==> config.mk <==
export PLATFORM = sky130hd
export DESIGN_NAME = sign_extender_flat
export DESIGN_NICKNAME = d
export VERILOG_FILES = /design/src/rtl/sign_extender_if.sv /design/src/rtl/sign_extender.sv /design/src/flat_wrapper.sv
export SDC_FILE = /design/constraint.sdc
export NUM_CORES = 1
export LEC_CHECK = 0
export BUFFER_PORTS_ARGS = -buffer_cell sky130_fd_sc_hd__buf_2
export CAP_MARGIN = 20
export CORE_AREA = 5 5 51 53
export DETAILED_ROUTE_END_ITERATION = 10
export DIE_AREA = 0 0 56 58
export GPL_ROUTABILITY_DRIVEN = 0
export GPL_TIMING_DRIVEN = 0
export PLACE_DENSITY = 0.85
export SLEW_MARGIN = 25
export SYNTH_ARGS = -nofsm -noshare
export SYNTH_HDL_FRONTEND = slang
export SYNTH_SLANG_ARGS = --single-unit
==> constraint.sdc <==
create_clock -name clk -period 4.25 [get_ports clk]
set_input_delay 1.275 -clock clk [delete_from_list [all_inputs] [get_ports clk]]
set_output_delay 1.275 -clock clk [all_outputs]
set_load 0.03 [all_outputs]
==> src/rtl/sign_extender_if.sv <==
// Operand/result bundle for the sign/zero-extension stage.
// The master side presents operands; the slave side returns widened results.
interface sign_extender_if #(
    parameter int W = 8
);
    localparam int SW = $clog2(2 * W);

    logic             in_valid;
    logic [W-1:0]     input_data;
    logic             mode;
    logic [SW-1:0]    shamt;
    logic [2*W-1:0]   extended_data;
    logic             out_valid;

    modport master (
        output in_valid,
        output input_data,
        output mode,
        output shamt,
        input  extended_data,
        input  out_valid
    );

    modport slave (
        input  in_valid,
        input  input_data,
        input  mode,
        input  shamt,
        output extended_data,
        output out_valid
    );
endinterface

==> src/rtl/sign_extender.sv <==
// Registered sign-/zero-extension from W to 2W bits with an optional left shift.
// One pipeline stage; the result register holds its value between valid inputs.
module sign_extender #(
    parameter int W = 8
) (
    input  logic            clk,
    input  logic            rst,
    sign_extender_if.slave  bus
);
    localparam int SW = $clog2(2 * W);

    logic [2*W-1:0] data_p1;
    logic           vld_p1;
    logic [2*W-1:0] widened_p0;

    // Signed cast lets the tool replicate the MSB; zero mode clears the upper half.
    function automatic logic [2*W-1:0] extend(input logic [W-1:0] d, input logic zext);
        logic signed [W-1:0]   s;
        logic signed [2*W-1:0] sx;
        s  = signed'(d);
        sx = (2*W)'(s);
        return zext ? {{W{1'b0}}, d} : sx;
    endfunction

    function automatic logic [2*W-1:0] shift_left(input logic [2*W-1:0] v, input logic [SW-1:0] n);
        return v << n;
    endfunction

    always_comb begin
        widened_p0 = shift_left(extend(bus.input_data, bus.mode), bus.shamt);
    end

    // Stage p0 -> p1: capture result only on valid input so idle cycles hold it.
    always_ff @(posedge clk) begin
        if (rst) begin
            data_p1 <= '0;
            vld_p1  <= 1'b0;
        end else begin
            vld_p1 <= bus.in_valid;
            if (bus.in_valid) begin
                data_p1 <= widened_p0;
            end
        end
    end

    assign bus.extended_data = data_p1;
    assign bus.out_valid     = vld_p1;
endmodule

==> src/flat_wrapper.sv <==
// flat-port wrapper written by rule: the top's interface ports become plain ports
module sign_extender_flat 
#(
    parameter int W = 8
)
  (clk, rst, bus_in_valid, bus_input_data, bus_mode, bus_shamt, bus_extended_data, bus_out_valid);
  sign_extender_if #(.W(W)) bus_i ();
  input  logic clk;
  input  logic rst;
  input wire logic [$bits(bus_i.in_valid)-1:0] bus_in_valid;
  input wire logic [$bits(bus_i.input_data)-1:0] bus_input_data;
  input wire logic [$bits(bus_i.mode)-1:0] bus_mode;
  input wire logic [$bits(bus_i.shamt)-1:0] bus_shamt;
  output wire logic [$bits(bus_i.extended_data)-1:0] bus_extended_data;
  output wire logic [$bits(bus_i.out_valid)-1:0] bus_out_valid;
  assign bus_i.in_valid = bus_in_valid;
  assign bus_i.input_data = bus_input_data;
  assign bus_i.mode = bus_mode;
  assign bus_i.shamt = bus_shamt;
  assign bus_extended_data = bus_i.extended_data;
  assign bus_out_valid = bus_i.out_valid;
  sign_extender #(.W(W)) u_core (.clk(clk), .rst(rst), .bus(bus_i));
endmodule
# --- Yosys cells after proc, flatten, opt, wreduce, memory -nomap -nowiden ---
# Index checks and enable logic that the tools add are counted.
word_totals:
  regBits: 17
  word_cells: 4
  in_bits: 16
  out_inout_bits: 17
op_classes:
  shift: 1
  n_mux: 1
op_table:
  columns: ["op", "count"]
  rows:
  - ["two-way mux 16 bit", 1]
  - ["left shift 16 x 4 -> 16 bit", 1]

# --- Longest topological paths before layout ---
# Gate-level depths: netlist (run 1).
logic_depth:
  word_depth: 2
  depth_mapped: 6
  mapped_depth_nobuf: 4

# --- Worst setup path before layout (run 1) ---
# No wires, ideal clock.
synth_path:
  path_type: "input port to flip-flop"
  from: "input port bus_shamt[0]"
  to: "register u_core.data_p1[4], in the netlist u_core.bus.extended_data[4]"
  arrival_ns: 2.320
  setup_time_ns: 0.128
  required_ns: 4.122
  path_stages: 5
  path_slack_ns: 1.802
  cell_sequence: "buf_6 mux4_2 mux2_4 a22oi_2 nor2_1"
synth_via:
  elab_chain_cells: 1
synth_rtl:
  columns: ["element", "line_no", "source"]
  rows:
  - ["from (decl)", "flat_wrapper.sv:13", "input wire logic [$bits(bus_i.shamt)-1:0] bus_shamt;"]
  - ["left shift 16 x 4 -> 16 bit", "sign_extender.sv:26", "return v << n;"]
  - ["to (signal assigned)", "sign_extender.sv:41", "data_p1 <= widened_p0;"]
  - ["to (decl)", "sign_extender.sv:12", "logic [2*W-1:0] data_p1;"]
# No other way between the ends.
# A chain may end at the register's enable or synchronous reset.

# --- Final worst setup path (run 1) ---
layout_path:
  from: "input port bus_shamt[1]"
  to: "register u_core.data_p1[13], in the netlist u_core.bus.extended_data[13]"
# The elaborated chain is that of the path after synthesis.

==> results of run 1 <==
## layout by cell type, fill, tap and decap left out, drive strengths merged, types with 2 or more instances in the layout
master,count
nand2,7
dfxtp,17
a21oi,5
mux2i,11
o22ai,5
mux4,3
buf,34
clkbuf,6
o32ai,3
nor2b,2
nand2b,3
a32oi,3
a22oi,9
inv,5
o221ai,2
or2,2
nor3,2
nor2,11
## layer usage
layer  vias to the layer above  track usage  routed length [µm]
met1                       444        0.179                1060
met2                        38        0.270                1200
met3                         5       0.0512                 205
li1                        484            -                   -
met4                         0        0.122                  68
met5                         -            0                   0
## path summary, 6_finish.rpt
path / from / to / slack [ps] / cells after the start
setup reg to reg: u_core.bus.extended_data[7] / u_core.bus.extended_data[7] / 3520 / 2
setup / recovery: bus_shamt[1] / u_core.bus.extended_data[13] / 1950 / 5
hold / removal: u_core.bus.extended_data[6] / u_core.bus.extended_data[6] / 480 / 2
hold reg to reg: u_core.bus.extended_data[6] / u_core.bus.extended_data[6] / 480 / 2
## report_power, final
part | internal, W | switching (W) | total, W
clock network | 0.0000352 | 0.0000579 | 0.0000931
logic | 0.0000371 | 0.0000598 | 0.0000969
registers | 0.000167 | 0.00000338 | 0.000170
total | 0.000239 | 0.000121 | 0.000360
## tightest hold or removal path, delay by kind of cell (launching register included)
family / cells / cell delay (ps)
AO/OA/AOI/OAI: 1 / 70
buffers and inverters: 1 / 50
flip-flops: 1 / 320
## per-stage QoR
step	cell area [µm²]	power (W)	hold WS (ps)
2_1_floorplan	1000	0.000242	599
3_3_place_gp	1180	0.000267	461
3_5_place_dp	1180	0.000270	473
4_1_cts	1200	0.000361	489
5_1_grt	1200	0.000378	535
6_report	1200	0.000360	485
## registers in the layout (all words and copies together), names as in the netlist
register / count
u_core.bus.extended_data: 16
u_core.bus.out_valid: 1
## kinds of logic (layout without fill, tap and decap cells)
logic type / Yosys count / after routing
buffers and inverters: 14 / 46
DFF: 17 / 17
AOI/OAI and AO/OA: 33 / 33
and+or+nand+nor: 32 / 32
muxes: 15 / 15
## final cells by class
type | instances | area (µm²)
Buffer | 9 | 46.3
Clock buffer | 3 | 22.5
Clock inverter | 1 | 5.00
Fill cell | 206 | 901
Inverter | 5 | 18.8
Multi-Input combinational cell | 80 | 597
Sequential cell | 17 | 340
Tap cell | 28 | 35.0
Timing Repair Buffer | 28 | 140
==> run summary, run 1 <==
* Slew @ Worst Pin: 500 ps
* Num Clock Sinks: 17
* complex-gate fraction of the synthesized area: 0.245
* Overflow after GRT: 0
* quantity of hold-fixing buffers added after cts: 0
* MaxCap Viol Count: 0
* Die Outline Area: 3250 µm²
* overall track demand over capacity in global routing: 0.165
* leading cell types by count after synthesis: sky130_fd_sc_hd__dfxtp_1, sky130_fd_sc_hd__mux2i_1, sky130_fd_sc_hd__nor2_1
* largest family of logic cells by synthesized area: compound AO/OA/AOI/OAI gates
* Seq cells post-synth: 17
* number of nets in the synthesized netlist: 127
* setup repair after global routing missed its margin: no
* critical path's most frequent cell: sky130_fd_sc_hd__buf_2
* type of the tightest min-delay check: flip-flop to flip-flop
* total leakage power: 0.535 nW
* Setup TNS Final: 0 ps
* vias in the first global route: 923
* via count: 971
* Crit path arrival time: 2490 ps
* outcome: finished, final reports clean
* portion of the post-synthesis area used by sequential elements: 0.340
* layout cells sized above 1: 0.308
* family with the most delay on the worst path: compound AO/OA/AOI/OAI gates
* total clock buffers created by CTS: 3
* I/O pin total: 33
* post-synthesis xor/xnor area fraction: 0
* Syn Inst Count: 111
* shortest period the worst path allows: 2300 ps
* clk buf depth: 2
* post-route non-filler standard cell count: 171
* critical-path cell with the highest stage delay: sky130_fd_sc_hd__mux4_1
* wire length after detailed routing: 2.53 mm
* number of distinct library cells after synthesis: 35
* final setup skew: 0 ps
* clock-pin slew of the registers on the worst-case setup and hold paths: 110 ps
* worst-path maximum fanout: 10
* wire length of the first global-routing pass: 4.17 mm
* # resized after CTS: 0
* CTS root buf: sky130_fd_sc_hd__clkbuf_4
* depth of the CTS H-tree: 1
* final slew viol count: 0
* Final nets: 160
* CP Buf/Inv Count: 2
* Yosys top cell by area: sky130_fd_sc_hd__dfxtp_1
* Primary FF master, synth: sky130_fd_sc_hd__dfxtp_1
* Ys Warns: 0
* CTS tree: built
* number of antenna violations at the first check in global routing: 0
* Adder-Cell Fraction of Synth Area: 0
* Relative slew margins: 0.666
* antenna cells: 0
* Antenna Violating Nets Remaining: 0
* final core area utilization: 0.572
* clock network latency to the later pin of the worst-skew pair: 300 ps
* average wire per standard cell: 14.8 µm
* Die X-Extent: 56 µm
* pwr/cell area: 299 nW/µm²
* EDFF count, synth: 0
* layout-stage area growth over the synthesis result: 20.2%
* cell types occupying the most area after synthesis: sky130_fd_sc_hd__dfxtp_1, sky130_fd_sc_hd__mux2i_1, sky130_fd_sc_hd__a22oi_1
* sort of element at the end of the critical path: flip-flop
* total core area: 2110 µm²
* post-detailed-placement half-perimeter wirelength: 2.00 mm
* placed insts: 167
* Largest stage delay, worst path: 330 ps
* count of TritonRoute iterations in the first routing pass: 4
* count of port buffers added during placement: 28
* Starting Density: 0.476
* average vias per placed instance: 5.68
* Final Cycle Share: 0.541
* share of synthesized flip-flops with an asynchronous set or reset: 0
* most used standard cell by instance count after synthesis: sky130_fd_sc_hd__dfxtp_1
* post-synthesis mux area share: 0.196
* cell-by-cell listing of the critical path: buf_2 > buf_2 > mux4_1 > a21oi_1 > o221ai_1
* slack of the critical path: 1950 ps
* Peak Freq: 435 MHz
* y dimension of the die: 58 µm
* Synth top area share: 0.340
* data required time of the critical path: 4440 ps
* worst ir drop on vdd: 0.138 mV
* critical path class: input pin to flip-flop
* post-synthesis instance area: 1000 µm²
* Post-Synth Simple-Gate Area: 0.155
* standard-cell rows: 17
* kind of start point of the critical path: input pin
* Post-Place Worst Slack: 1620 ps
* mean area per synthesized cell: 9.03 µm²
* DRC violation total after the first TritonRoute iteration: 20
* postcts setup bufs: 0
* number of endpoints with negative hold slack in the final report: 0
* Remaining DRCs: 0
* final setup vio count: 0
* maximum number of pins on one net before global-route repair: 11
Note: power is estimated with default switching activity, not from simulation.
==> run 2, diff against run 1 <==
--- a/config.mk
+++ b/config.mk
@@ -5,14 +5,15 @@
 export SDC_FILE = /design/constraint.sdc
 export NUM_CORES = 1
 export LEC_CHECK = 0
+export ABC_AREA = 1
 export BUFFER_PORTS_ARGS = -buffer_cell sky130_fd_sc_hd__buf_2
 export CAP_MARGIN = 20
-export CORE_AREA = 5 5 51 53
+export CORE_AREA = 5 5 53 55
 export DETAILED_ROUTE_END_ITERATION = 10
-export DIE_AREA = 0 0 56 58
+export DIE_AREA = 0 0 58 60
 export GPL_ROUTABILITY_DRIVEN = 0
 export GPL_TIMING_DRIVEN = 0
-export PLACE_DENSITY = 0.85
+export PLACE_DENSITY = 0.84
 export SLEW_MARGIN = 25
 export SYNTH_ARGS = -nofsm -noshare
 export SYNTH_HDL_FRONTEND = slang
==> constraint.sdc (replaced) <==
create_clock -name clk -period 2.34 [get_ports clk]
set_input_delay 0.702 -clock clk [delete_from_list [all_inputs] [get_ports clk]]
set_output_delay 0.702 -clock clk [all_outputs]
set_load 0.03 [all_outputs]
==> run 2 against run 1 <==
- worst hold slack got worse by 14 ps
- first-iteration DRC count grew to 2.5 times the previous value
- sequential power up 82%
- combinational power up 94%
- setup slack got worse by 1200 ps
- synthesized cell count is 52% higher
- sequential cell count did not move
- synthesized area rose by 9.1%
- critical endpoint is now bus_extended_data[15]
==> run summary, run 2 <==
* area of all placed cells without fillers: 1300 µm²
* most frequent cells in the layout: sky130_fd_sc_hd__nand2_1, sky130_fd_sc_hd__nand3_1, sky130_fd_sc_hd__buf_2
* family with the most delay on the worst path: flip-flops
* standard-cell rows: 18
* Synth top area share: 0.311
* CTS root buf: sky130_fd_sc_hd__clkbuf_4
* count of port buffers added during placement: 29
* cell-by-cell listing of the critical path: buf_2
* most used standard cell by instance count after synthesis: sky130_fd_sc_hd__nand2_1
* sort of element at the end of the critical path: output port
* final slew viol count: 0
* leading cell types by count after synthesis: sky130_fd_sc_hd__nand2_1, sky130_fd_sc_hd__nand3_1, sky130_fd_sc_hd__dfxtp_1
* end of the worst hold path: u_core.bus.extended_data[4]
* Slew @ Worst Pin: 250 ps
* Die Outline Area: 3480 µm²
* # resized after CTS: 0
* clk buf depth: 2
* CTS tree: built
* Starting Density: 0.467
* via count: 1202
* CP Buf/Inv Count: 1
* clock-pin slew of the registers on the worst-case setup and hold paths: 110 ps
* Largest stage delay, worst path: 370 ps
* total core area: 2340 µm²
* worst hold path depth: 2
* vias in the first global route: 1099
* average wire per standard cell: 12.0 µm
* Ys Warns: 0
* I/O pin total: 33
* Post-Synth Simple-Gate Area: 0.476
* number of distinct library cells after synthesis: 23
* Critical R2R Launch: u_core.bus.extended_data[15]
* quantity of hold-fixing buffers added after cts: 0
* post-synthesis mux area share: 0
* DRC violation total after the first TritonRoute iteration: 50
* number of flip-flops under the largest register name: 16
* leading cell type in the layout, fill and taps excluded: sky130_fd_sc_hd__nand2_1
* Adder-Cell Fraction of Synth Area: 0
* MaxCap Viol Count: 0
* Final nets: 219
* Die X-Extent: 58 µm
* Antenna Violating Nets Remaining: 0
* portion of the post-synthesis area used by sequential elements: 0.311
* number of nets in the synthesized netlist: 185
* Remaining DRCs: 0
* shortest period the worst path allows: 1570 ps
* wire length of the first global-routing pass: 4.67 mm
* y dimension of the die: 60 µm
* post-synthesis instance area: 1090 µm²
* Final Cycle Share: 0.672
* Relative slew margins: 0.832
* Yosys top cell by area: sky130_fd_sc_hd__dfxtp_1
* cell types occupying the most area after synthesis: sky130_fd_sc_hd__dfxtp_1, sky130_fd_sc_hd__nand2_1, sky130_fd_sc_hd__nand3_1
* layout cells sized above 1: 0.287
* worst-path maximum fanout: 2
* pwr/cell area: 505 nW/µm²
* largest family of logic cells by synthesized area: simple AND/OR/NAND/NOR gates
* count of TritonRoute iterations in the first routing pass: 4
* Area after DPL: 1280 µm²
* hold_sp: u_core.bus.extended_data[4]
* total leakage power: 0.692 nW
* r2r endpoint: u_core.bus.extended_data[15]
* mean area per synthesized cell: 6.47 µm²
* Reg2Reg Depth: 2
* wire length after detailed routing: 2.80 mm
* complex-gate fraction of the synthesized area: 0.0858
* total clock buffers created by CTS: 3
* Num Clock Sinks: 17
* outcome: finished, final reports clean
* depth of the CTS H-tree: 1
* EDFF count, synth: 0
* kind of start point of the critical path: flip-flop
* setup repair after global routing missed its margin: no
* Setup TNS Final: 0 ps
* Primary FF master, synth: sky130_fd_sc_hd__dfxtp_1
* post-detailed-placement half-perimeter wirelength: 2.22 mm
* layout-stage area growth over the synthesis result: 19.2%
* worst ir drop on vdd: 0.444 mV
* number of endpoints with negative hold slack in the final report: 0
* Crit path arrival time: 870 ps
* Syn Inst Count: 169
* number of antenna violations at the first check in global routing: 0
* data required time of the critical path: 1640 ps
* Seq cells post-synth: 17
* antenna cells: 0
* Peak Freq: 636 MHz
* share of synthesized flip-flops with an asynchronous set or reset: 0
* critical-path cell with the highest stage delay: sky130_fd_sc_hd__dfxtp_1
* post-synthesis xor/xnor area fraction: 0
* clock network latency to the later pin of the worst-skew pair: 280 ps
* maximum number of pins on one net before global-route repair: 11
* overall track demand over capacity in global routing: 0.171
* setup slack on the worst flop-to-flop path: 1620 ps
* average vias per placed instance: 5.18
* final setup skew: 0 ps
* final setup vio count: 0
* type of the tightest min-delay check: flip-flop to flip-flop
* postcts setup bufs: 0
* critical path class: flip-flop to output port
* Overflow after GRT: 0
[run 2: how the worst max path moves through the flow]
stage                                   endpoint  slack [ps]  cells after the start                         start
floorplan           u_core.bus.extended_data[12]         910                      7                  bus_shamt[1]
global placement    u_core.bus.extended_data[13]         760                      8                  bus_shamt[2]
CTS                         bus_extended_data[9]         770                      1   u_core.bus.extended_data[9]
finish                     bus_extended_data[15]         770                      1  u_core.bus.extended_data[15]
global route                bus_extended_data[9]         730                      1   u_core.bus.extended_data[9]
detailed placement  u_core.bus.extended_data[13]         750                      8                  bus_shamt[2]
[run 2: layout make-up]
cell class,count,area (µm²)
Inverter,17,73.8
Sequential cell,17,340
Multi-Input combinational cell,128,614
Clock inverter,1,5.00
Timing Repair Buffer,29,145
Tap cell,30,37.5
Buffer,7,65.1
Clock buffer,3,22.5
Fill cell,256,1040
[run 2: routing by layer]
layer | vias up | routed length [µm] | track usage
met3 | 8 | 150 | 0.0324
li1 | 617 | - | -
met5 | - | 0 | 0
met1 | 536 | 1250 | 0.222
met2 | 41 | 1330 | 0.282
met4 | 0 | 60 | 0.0629
[run 2: logic make-up (layout without fill, tap and decap cells)]
| family | count (synthesis) | after routing |
|---|---|---|
| flip-flops | 17 | 17 |
| AO/OA/AOI/OAI | 16 | 16 |
| AND/OR/NAND/NOR | 112 | 112 |
| buffers and inverters | 24 | 57 |
[run 2: power by group]
group | internal (W) | switching, W
logic | 0.0000629 | 0.000126
registers | 0.000303 | 0.00000659
clock network | 0.0000635 | 0.0000959
[run 2: metrics by stage]
step	util	setup slack [ps]	total power [W]	hold WS (ps)	instances
2_1_floorplan	-	910	0.000453	590	169
3_3_place_gp	0.545	756	0.000502	455	228
3_5_place_dp	0.545	751	0.000504	461	228
4_1_cts	0.557	775	0.000661	476	232
5_1_grt	0.557	732	0.000697	496	232
6_report	0.557	768	0.000658	470	232
==> run 3, diff against run 2 <==
--- a/config.mk
+++ b/config.mk
@@ -8,12 +8,12 @@
 export ABC_AREA = 1
 export BUFFER_PORTS_ARGS = -buffer_cell sky130_fd_sc_hd__buf_2
 export CAP_MARGIN = 20
-export CORE_AREA = 5 5 53 55
+export CORE_AREA = 5 5 56 58
 export DETAILED_ROUTE_END_ITERATION = 10
-export DIE_AREA = 0 0 58 60
+export DIE_AREA = 0 0 61 63
 export GPL_ROUTABILITY_DRIVEN = 0
 export GPL_TIMING_DRIVEN = 0
-export PLACE_DENSITY = 0.84
+export PLACE_DENSITY = 0.79
 export SLEW_MARGIN = 25
 export SYNTH_ARGS = -nofsm -noshare
 export SYNTH_HDL_FRONTEND = slang
==> constraint.sdc (replaced) <==
create_clock -name clk -period 1.3 [get_ports clk]
set_input_delay 0.39 -clock clk [delete_from_list [all_inputs] [get_ports clk]]
set_output_delay 0.39 -clock clk [all_outputs]
set_load 0.03 [all_outputs]
==> run 3 against run 2 <==
- cell count rose by 0.43%
- setup slack worse by 690 ps
- register-to-register slack got worse by 1100 ps
- clock power grew 72%
- first-iteration DRC count down 38%
- die area increased by 10%
- non-clock buffer count is the same
- sequential share of layout area unchanged
- clock-buffer cell count increased by 1
- sequential power increased by 80%
- critical path depth unchanged
- critical path type unchanged
- largest cell class unchanged
==> run summary, run 3 (synthesized netlist as in run 2, its figures left out) <==
* via count: 1202
* Final nets: 219
* total clock buffers created by CTS: 3
* antenna cells: 0
* leading cell type in the layout, fill and taps excluded: sky130_fd_sc_hd__nand2_1
* Crit path arrival time: 840 ps
* clock-pin slew of the registers on the worst-case setup and hold paths: 90 ps
* overall track demand over capacity in global routing: 0.157
* Peak Freq: 816 MHz
* CTS tree: built
* worst ir drop on vdd: 0.704 mV
* count of port buffers added during placement: 29
* type of the tightest min-delay check: input pin to flip-flop
* clock network latency to the later pin of the worst-skew pair: 280 ps
* cell-by-cell listing of the critical path: buf_2
* depth of the CTS H-tree: 1
* quantity of hold-fixing buffers added after cts: 0
* average wire per standard cell: 11.8 µm
* count of TritonRoute iterations in the first routing pass: 5
* clk buf depth: 2
* y dimension of the die: 63 µm
* total core area: 2620 µm²
* pwr/cell area: 897 nW/µm²
* number of flip-flops under the largest register name: 16
* number of endpoints with negative hold slack in the final report: 0
* outcome: finished, final reports clean
* Largest stage delay, worst path: 350 ps
* net switching power: 0.000391 W
* I/O pin total: 33
* Setup TNS Final: 0 ps
* critical path class: flip-flop to output port
* # resized after CTS: 0
* Relative slew margins: 0.837
* sequential fraction of design power: 0.477
* total leakage power: 0.690 nW
* Remaining DRCs: 0
* switching share of power: 0.334
* post-detailed-placement half-perimeter wirelength: 2.18 mm
* Num Clock Sinks: 17
* worst-path maximum fanout: 2
* sort of element at the end of the critical path: output port
* CP Buf/Inv Count: 1
* power consumption: 0.00117 W
* most frequent cells in the layout: sky130_fd_sc_hd__nand2_1, sky130_fd_sc_hd__nand3_1, sky130_fd_sc_hd__buf_2
* Overflow after GRT: 0
* kind of start point of the critical path: flip-flop
* maximum number of pins on one net before global-route repair: 11
* standard-cell rows: 19
* layout-stage area growth over the synthesis result: 19.2%
* data required time of the critical path: 910 ps
* layout cells sized above 1: 0.282
* final slew viol count: 0
* setup repair after global routing missed its margin: no
* final setup skew: 0 ps
* number of antenna violations at the first check in global routing: 0
* critical-path cell with the highest stage delay: sky130_fd_sc_hd__dfxtp_1
* postcts setup bufs: 0
* average vias per placed instance: 5.16
* family with the most delay on the worst path: flip-flops
* internal portion of total power: 0.000778 W
* final setup vio count: 0
* Antenna Violating Nets Remaining: 0
* Final Cycle Share: 0.943
* wire length after detailed routing: 2.74 mm
* shortest period the worst path allows: 1230 ps
* Slew @ Worst Pin: 243 ps
* vias in the first global route: 1129
* wire length of the first global-routing pass: 4.72 mm
* DRC violation total after the first TritonRoute iteration: 31
* Die X-Extent: 61 µm
* Clk pwr share: 0.234
* Logic pwr share: 0.289
* Starting Density: 0.418
* Die Outline Area: 3840 µm²
* CTS root buf: sky130_fd_sc_hd__clkbuf_4
* MaxCap Viol Count: 0
-- run 3: worst paths after layout --
path / slack [ps] / start / to / depth (start not counted)
worst max register to register: 570 / u_core.bus.extended_data[15] / u_core.bus.extended_data[15] / 2
worst min register to register: 470 / u_core.bus.extended_data[5] / u_core.bus.extended_data[5] / 2
worst min-delay path: 330 / rst / u_core.bus.extended_data[15] / 2
worst max-delay path: 70 / u_core.bus.extended_data[8] / bus_extended_data[8] / 1
-- run 3: stage by stage --
step	util	area (µm²)	std cells	setup slack [ps]	hold slack [ps]
2_1_floorplan	-	1090	169	182	583
3_3_place_gp	0.489	1280	229	27.6	457
3_5_place_dp	0.489	1280	229	24.1	458
4_1_cts	0.499	1300	233	60.1	321
5_1_grt	0.499	1300	233	22.1	323
6_report	0.499	1300	233	74.4	331
-- run 3: area by class of cell --
cell class	instances	area, µm²
plain buffers	7	65.1
clock buffers	4	26.3
fillers	295	1310
inverters	17	73.8
multi-input cells	128	614
flip-flops and latches	17	340
well taps	31	38.8
repair buffers	29	145
-- run 3: routing by layer --
| metal | wire [µm] | track usage |
|---|---|---|
| met1 | 1220 | 0.210 |
| met4 | 10 | 0.0298 |
| met5 | 0 | 0 |
| met3 | 165 | 0.0413 |
| met2 | 1340 | 0.253 |
-- run 3: power groups by stage --
stage	logic, W	registers (W)	clock network (W)
final	0.000338	0.000557	0.000274
after global routing	0.000377	0.000561	0.000307
after CTS	0.000339	0.000558	0.000288
after detailed placement	0.000337	0.000570	0
after global placement	0.000333	0.000569	0
after floorplan	0.000194	0.000621	0
